<file path="src/rtl/mini_src_pkg.sv">
// Shared Mini SRC definitions: datapath widths and the memory-read FSM state type.
package mini_src_pkg;

    localparam int DATA_W = 32;
    localparam int ADDR_W = 9;

    typedef enum logic [1:0] {
        IDLE,
        WAIT,
        HOLD
    } mem_rd_state_t;

endpackage

</file>
<file path="src/rtl/mdr_read_ctrl_if.sv">
// Memory-side read port: registered address/strobe out, ready/data back from memory.
interface mdr_read_ctrl_if #(
    parameter int DATA_W = mini_src_pkg::DATA_W,
    parameter int ADDR_W = mini_src_pkg::ADDR_W
);

    logic [ADDR_W-1:0] mem_addr;
    logic              mem_read;
    logic              mem_ready;
    logic [DATA_W-1:0] mem_rdata;

    modport master (
        output mem_addr,
        output mem_read,
        input  mem_ready,
        input  mem_rdata
    );

    modport slave (
        input  mem_addr,
        input  mem_read,
        output mem_ready,
        output mem_rdata
    );

endinterface

</file>
<file path="src/rtl/mem_rd_timer.sv">
// WAIT-phase cycle counter: restarts on request acceptance, counts while enabled,
// and flags the last permitted WAIT cycle. Saturates there, so it never wraps.
module mem_rd_timer #(
    parameter int TIMEOUT = 15
) (
    input  logic clock,
    input  logic clear,
    input  logic restart,
    input  logic en,
    output logic tc
);

    localparam int            CW   = $clog2(TIMEOUT + 1);
    localparam logic [CW-1:0] LAST = CW'(TIMEOUT - 1);

    logic [CW-1:0] count;

    // NOTE: sequential state is updated with non-blocking assignments only, so every
    // flop samples the pre-edge value of every other flop regardless of block order.
    always_ff @(posedge clock or negedge clear) begin
        if (!clear) begin
            count <= '0;
        end else if (restart) begin
            count <= '0;
        end else if (en && !tc) begin
            count <= count + CW'(1);
        end
    end

    assign tc = (count == LAST);

endmodule

</file>
<file path="src/rtl/mdr_read_ctrl.sv">
// MDR read controller: accepts a word-address read request, runs the four-phase
// mem_read/mem_ready handshake with a WAIT timeout, and holds the last good word.
module mdr_read_ctrl #(
    parameter int DATA_W  = mini_src_pkg::DATA_W,
    parameter int ADDR_W  = mini_src_pkg::ADDR_W,
    parameter int TIMEOUT = 15
) (
    input  logic              clock,
    input  logic              clear,
    input  logic              rd_req,
    input  logic [ADDR_W-1:0] rd_addr,
    output logic              rd_busy,
    output logic              rd_done,
    output logic              rd_err,
    output logic [DATA_W-1:0] rd_data,
    mdr_read_ctrl_if.master   mem
);

    import mini_src_pkg::*;

    mem_rd_state_t     state, state_n;
    logic [ADDR_W-1:0] addr_q, addr_n;
    logic [DATA_W-1:0] data_q, data_n;
    logic              read_q, read_n;
    logic              done_q, done_n;
    logic              err_q, err_n;
    logic              t_restart, t_en, t_tc;

    mem_rd_timer #(.TIMEOUT(TIMEOUT)) u_timer (
        .clock   (clock),
        .clear   (clear),
        .restart (t_restart),
        .en      (t_en),
        .tc      (t_tc)
    );

    // NOTE: every signal written here gets a default first, so no path leaves one
    // unassigned and no latch is inferred.
    always_comb begin
        state_n   = state;
        addr_n    = addr_q;
        data_n    = data_q;
        read_n    = read_q;
        done_n    = 1'b0;
        err_n     = 1'b0;
        t_restart = 1'b0;
        t_en      = 1'b0;
        unique case (state)
            IDLE: begin
                if (rd_req) begin
                    addr_n    = rd_addr;
                    read_n    = 1'b1;
                    t_restart = 1'b1;
                    state_n   = WAIT;
                end
            end
            WAIT: begin
                // A ready arriving on the last permitted cycle still counts as success.
                if (mem.mem_ready) begin
                    data_n  = mem.mem_rdata;
                    done_n  = 1'b1;
                    read_n  = 1'b0;
                    state_n = HOLD;
                end else if (t_tc) begin
                    done_n  = 1'b1;
                    err_n   = 1'b1;
                    read_n  = 1'b0;
                    state_n = HOLD;
                end else begin
                    t_en = 1'b1;
                end
            end
            HOLD: begin
                // Late ready after a timeout is absorbed here; its data is never captured.
                if (!mem.mem_ready) begin
                    state_n = IDLE;
                end
            end
            default: state_n = IDLE;
        endcase
    end

    always_ff @(posedge clock or negedge clear) begin
        if (!clear) begin
            state  <= IDLE;
            addr_q <= '0;
            data_q <= '0;
            read_q <= 1'b0;
            done_q <= 1'b0;
            err_q  <= 1'b0;
        end else begin
            state  <= state_n;
            addr_q <= addr_n;
            data_q <= data_n;
            read_q <= read_n;
            done_q <= done_n;
            err_q  <= err_n;
        end
    end

    assign rd_busy      = (state != IDLE);
    assign rd_done      = done_q;
    assign rd_err       = err_q;
    assign rd_data      = data_q;
    assign mem.mem_addr = addr_q;
    assign mem.mem_read = read_q;

endmodule

</file>
<file path="src/flat_wrapper.sv">
// flat-port wrapper written by rule: the top's interface ports become plain ports
module mdr_read_ctrl_flat import mini_src_pkg::*;
#(
    parameter int DATA_W  = mini_src_pkg::DATA_W,
    parameter int ADDR_W  = mini_src_pkg::ADDR_W,
    parameter int TIMEOUT = 15
)
  (clock, clear, rd_req, rd_addr, rd_busy, rd_done, rd_err, rd_data, mem_mem_addr, mem_mem_read, mem_mem_ready, mem_mem_rdata);
  mdr_read_ctrl_if #(.DATA_W(DATA_W), .ADDR_W(ADDR_W)) mem_i ();
  input  logic clock;
  input  logic clear;
  input  logic rd_req;
  input  logic [ADDR_W-1:0] rd_addr;
  output logic rd_busy;
  output logic rd_done;
  output logic rd_err;
  output logic [DATA_W-1:0] rd_data;
  output wire logic [$bits(mem_i.mem_addr)-1:0] mem_mem_addr;
  output wire logic [$bits(mem_i.mem_read)-1:0] mem_mem_read;
  input wire logic [$bits(mem_i.mem_ready)-1:0] mem_mem_ready;
  input wire logic [$bits(mem_i.mem_rdata)-1:0] mem_mem_rdata;
  assign mem_mem_addr = mem_i.mem_addr;
  assign mem_mem_read = mem_i.mem_read;
  assign mem_i.mem_ready = mem_mem_ready;
  assign mem_i.mem_rdata = mem_mem_rdata;
  mdr_read_ctrl #(.DATA_W(DATA_W), .ADDR_W(ADDR_W), .TIMEOUT(TIMEOUT)) u_core (.clock(clock), .clear(clear), .rd_req(rd_req), .rd_addr(rd_addr), .rd_busy(rd_busy), .rd_done(rd_done), .rd_err(rd_err), .rd_data(rd_data), .mem(mem_i));
endmodule
</file>
<file path="config.mk">
export PLATFORM = sky130hd
export DESIGN_NAME = mdr_read_ctrl_flat
export DESIGN_NICKNAME = d
export VERILOG_FILES = /design/src/rtl/mini_src_pkg.sv /design/src/rtl/mdr_read_ctrl_if.sv /design/src/rtl/mem_rd_timer.sv /design/src/rtl/mdr_read_ctrl.sv /design/src/flat_wrapper.sv
export SDC_FILE = /design/constraint.sdc
export NUM_CORES = 1
export LEC_CHECK = 0
export BUFFER_PORTS_ARGS = -buffer_cell sky130_fd_sc_hd__buf_2
export CORE_MARGIN = 3
export CORE_UTILIZATION = 33
export CTS_CLUSTER_DIAMETER = 120
export DETAILED_ROUTE_END_ITERATION = 8
export PLACE_DENSITY = 0.59
export SYNTH_ARGS = -nofsm -noshare
export SYNTH_HDL_FRONTEND = slang
export SYNTH_SLANG_ARGS = --single-unit
export TNS_END_PERCENT = 50
</file>
<file path="constraint.sdc">
create_clock -name clock -period 2.33 [get_ports clock]
set_clock_uncertainty 0.15 [all_clocks]
set_input_delay 0.233 -clock clock [delete_from_list [all_inputs] [get_ports clock]]
set_output_delay 0.233 -clock clock [all_outputs]
set_load 0.05 [all_outputs]
</file>
==> summary by stage <==
Die
The starting density of the core is 34.5%. The initialized floorplan defines 27 standard-cell rows. The floorplan step defined a core boundary enclosing 5610 um2. Pin placement for this block handled 90 I/O pins. The floorplan die area is 6820 um2. The die height is 82.6 um. The floorplan die width is 82.6 um.

STA
The total count of max-transition violations in the final report is 0. The worst slew slack as a fraction of its limit is 72.4%. The number of hold violations in the final report was 0. The slew of the pin with the lowest slew margin is 0.413 ns. Setup repair after global routing left no endpoint under its margin.

For the finished layout, the period the worst path requires is 1.67 ns. Static timing analysis puts the maximum clock frequency at 0.599 GHz. Setup violations remaining at the end of the flow were counted as 0. Setup total negative slack on the finished layout was measured at 0 ns. After layout, the worst path uses 71.7% of the clock period. In the post-route analysis, the smallest setup slack over all paths is 0.660 ns.

Place
The congestion estimate from routability-driven global placement came to 0.682. The worst setup slack after placement is 0.671 ns. In this run the tool buffered the top-level ports with 89 buffer cells.

After legalization and detailed placement, the total HPWL measured 2.91 mm.

Yosys
Summing the areas of all compound-gate instances in the mapped netlist gives 2.97% of the synthesized area. The synthesized instance count is 127. The synthesized netlist occupies a cell area of 1940 um2. The synthesized net count is 174. The dominant cell type by area after synthesis is sky130_fd_sc_hd__dfrtp_1.

In the synthesized netlist, mux cells make up 24.4% of the area. Yosys attributes the largest share of cell area to sky130_fd_sc_hd__dfrtp_1, sky130_fd_sc_hd__mux2_2, sky130_fd_sc_hd__mux2_1. In this run, synthesis produced a sequential element count of 50. The adder and majority gate portion of the synthesized area is 1.29%. The mean instance size in the synthesized netlist is 15.2 um2. The top-area cell type share of the netlist area is 64.6%. Summing the areas of all and, or, nand and nor instances in the mapped netlist gives 4.85% of the synthesized area. The dominant combinational cell family by area after synthesis is multiplexers. The number of distinct library cell variants in the gate-level netlist after synthesis is 25. The number of synthesis warnings is 0. The sequential area share after synthesis is 64.6%. The area share of xor/xnor cells in the synthesized design is 0%.

CTS
Once the clock tree was built, the setup fixing pass inserted 0 buffers. Clock latency on the worst-skew pair, taken at its later pin, is 0.29 ns. After clock tree synthesis, the clock-pin slew on the worst setup and hold paths is 0.08 ns.

TritonCTS built the clock tree. The number of levels the H-tree was split into is 2. The deepest clock path buffer count is 2. The number of buffers added by the clock tree synthesis step is 5. The clock net in this run drives a total of 50 sinks. The number of gates resized after CTS was 0. The buffer type at the clock tree root is sky130_fd_sc_hd__clkbuf_8.

GRT
The number of global-route vias before repair is 1269. The number of antenna violations at the first check in global routing was 0. Entering global routing, the biggest net connects 51 pins.

For this run, the total global-route usage over all layers was measured as 11.7%. The global-route wire length before repair is 6.00 mm. The total overflow reported by the global router is 0.

Route
The routed design has 4.01 mm of wire. The detailed router finished its first iteration with 59 violations. The per-cell routed wire length is 13.3 um. The average via count per standard cell is 4.50. The total number of vias is 1354. The pre-antenna-repair detailed-routing pass consisted of 4 iterations. For this run, design rule violations remaining after detail routing come to 0.

The number of nets with antenna violations after routing is 0.

Worst setup path
The endpoint type of the worst setup path is a flip-flop. The setup slack of the worst register-to-register path is 0.66 ns. The worst endpoint data arrival time is 1.74 ns. The worst register-to-register path ends at u_core.u_timer.count[3]$_DFFE_PN0P_. The endpoint of the most critical setup path is u_core.u_timer.count[3]$_DFFE_PN0P_. The worst-case reg-to-reg path depth is 3. STA classifies the critical path startpoint as a flip-flop.

The setup path with the least slack is of type reg -> reg. The worst register-to-register path begins at u_core.state[1]$_DFFE_PN0P_. The launch point of the critical path is u_core.state[1]$_DFFE_PN0P_. Data on the critical path is required at its endpoint by 2.40 ns. The largest fanout of any net on the critical path is 9.

Final layout
Compared with the post-synthesis result, the final layout area differs by 36.8%. The post-layout utilization of the core is 47.2%. Leaving out fill and tap cells, the most frequent cell in the layout is sky130_fd_sc_hd__buf_2.

In the layout the commonest cells are sky130_fd_sc_hd__buf_2, sky130_fd_sc_hd__dfrtp_1, sky130_fd_sc_hd__mux2_2. The antenna diode instance count is 0. Of the cells placed in the final design, the portion with a size suffix greater than 1 is 58.5%. In the final design database the tool counted 275 nets.

Outcome
The flow ran to the end, and the final reports show no timing, DRC or antenna violations.

Flow run
Across the run, the number of max-cap violations was 0.

Hold path
The type of the most critical hold path is in -> reg.
## per-stage QoR
stage / hold slack [ns] / std cells / instance area [um2]
after detailed placement: 0.0947 / 285 / 2480
after global routing: 0.00236 / 301 / 2650
after floorplan: -0.213 / 127 / 1940
after CTS: 0.000215 / 298 / 2620
final: 0.0119 / 301 / 2650
after global placement: 0.0924 / 285 / 2480
## repair_timing
| action | 4_1_cts | 5_1_grt |
|---|---|---|
| hold buffers | 5 | 3 |
| hold endpoints to repair | 54 | 3 |
| endpoints found under the setup margin | 0 | 0 |
## state kept, by name (all words and copies together) (netlist names)
name / flops
u_core.rd_err: 1
u_core.state: 2
u_core.mem.mem_addr: 9
u_core.mem.mem_read: 1
u_core.rd_done: 1
u_core.rd_data: 32
u_core.u_timer.count: 4
## cells by family (layout without fill, tap and decap cells)
logic type / Yosys count / in the layout
AO/OA/AOI/OAI: 10 / 10
adder cells (fa/ha/maj): 2 / 2
buffers and inverters: 8 / 110
flip-flops: 50 / 50
multiplexers: 42 / 42
AND/OR/NAND/NOR: 15 / 15
## critical path, cell delays in order (launching register included)
cell	delay [ns]
sky130_fd_sc_hd__dfrtp_1	0.42
sky130_fd_sc_hd__or3b_1	0.51
sky130_fd_sc_hd__or3_1	0.38
sky130_fd_sc_hd__a21oi_1	0.13
## area by class of cell
| type | count | area [um2] |
|---|---|---|
| clock buffers | 7 | 86.3 |
| fillers | 556 | 2960 |
| flip-flops and latches | 50 | 1250 |
| repair buffers | 100 | 561 |
| well taps | 72 | 90.1 |
| clock inverters | 1 | 5.00 |
| inverters | 2 | 7.51 |
| multi-input cells | 69 | 648 |
## how the worst min path moves through the flow
stage,start,end,slack (ns),cells past startpoint
after CTS,mem_mem_rdata[21],u_core.rd_data[21]$_DFFE_PN0P_,0.0002,2
after floorplan,clear,u_core.mem.mem_addr[0]$_DFFE_PN0P_,-0.21,0
after global routing,rd_addr[7],u_core.mem.mem_addr[7]$_DFFE_PN0P_,0.002,2
final,mem_mem_rdata[24],u_core.rd_data[24]$_DFFE_PN0P_,0.01,2
after detailed placement,clear,u_core.rd_data[8]$_DFFE_PN0P_,0.09,2
after global placement,clear,u_core.rd_data[8]$_DFFE_PN0P_,0.09,2
## Yosys cell counts
cell,n
sky130_fd_sc_hd__dfrtp_1,50
sky130_fd_sc_hd__mux2_2,33
sky130_fd_sc_hd__mux2_1,8
sky130_fd_sc_hd__buf_2,5
sky130_fd_sc_hd__a21oi_1,3
sky130_fd_sc_hd__o21ai_0,3
sky130_fd_sc_hd__or3_1,3
sky130_fd_sc_hd__ha_1,2
sky130_fd_sc_hd__inv_1,2
sky130_fd_sc_hd__nand2_1,2
sky130_fd_sc_hd__nand3_1,2
sky130_fd_sc_hd__and3_1,1
sky130_fd_sc_hd__clkbuf_1,1
sky130_fd_sc_hd__mux2i_1,1
sky130_fd_sc_hd__nand2b_1,1
sky130_fd_sc_hd__nor2_1,1
sky130_fd_sc_hd__nor2b_1,1
sky130_fd_sc_hd__nor3b_1,1
sky130_fd_sc_hd__nor3b_2,1
sky130_fd_sc_hd__o21a_1,1
sky130_fd_sc_hd__o21ai_1,1
sky130_fd_sc_hd__o21bai_1,1
sky130_fd_sc_hd__o31ai_1,1
sky130_fd_sc_hd__or2_2,1
sky130_fd_sc_hd__or3b_1,1
## layer usage
| metal | part of all wire, % | routed length, um | vias up | GRT usage [%] |
|---|---|---|---|---|
| met4 | 1.4 | 55 | 0 | 3.92 |
| li1 | - | - | 642 | - |
| met3 | 6.3 | 253 | 6 | 3.15 |
| met2 | 54 | 2180 | 41 | 20.5 |
| met1 | 38 | 1530 | 665 | 13.7 |
| met5 | 0 | 0 | - | 0 |
Power is not shown: default switching activity piles up to over one toggle a cycle in this logic, so the estimate is an artifact.
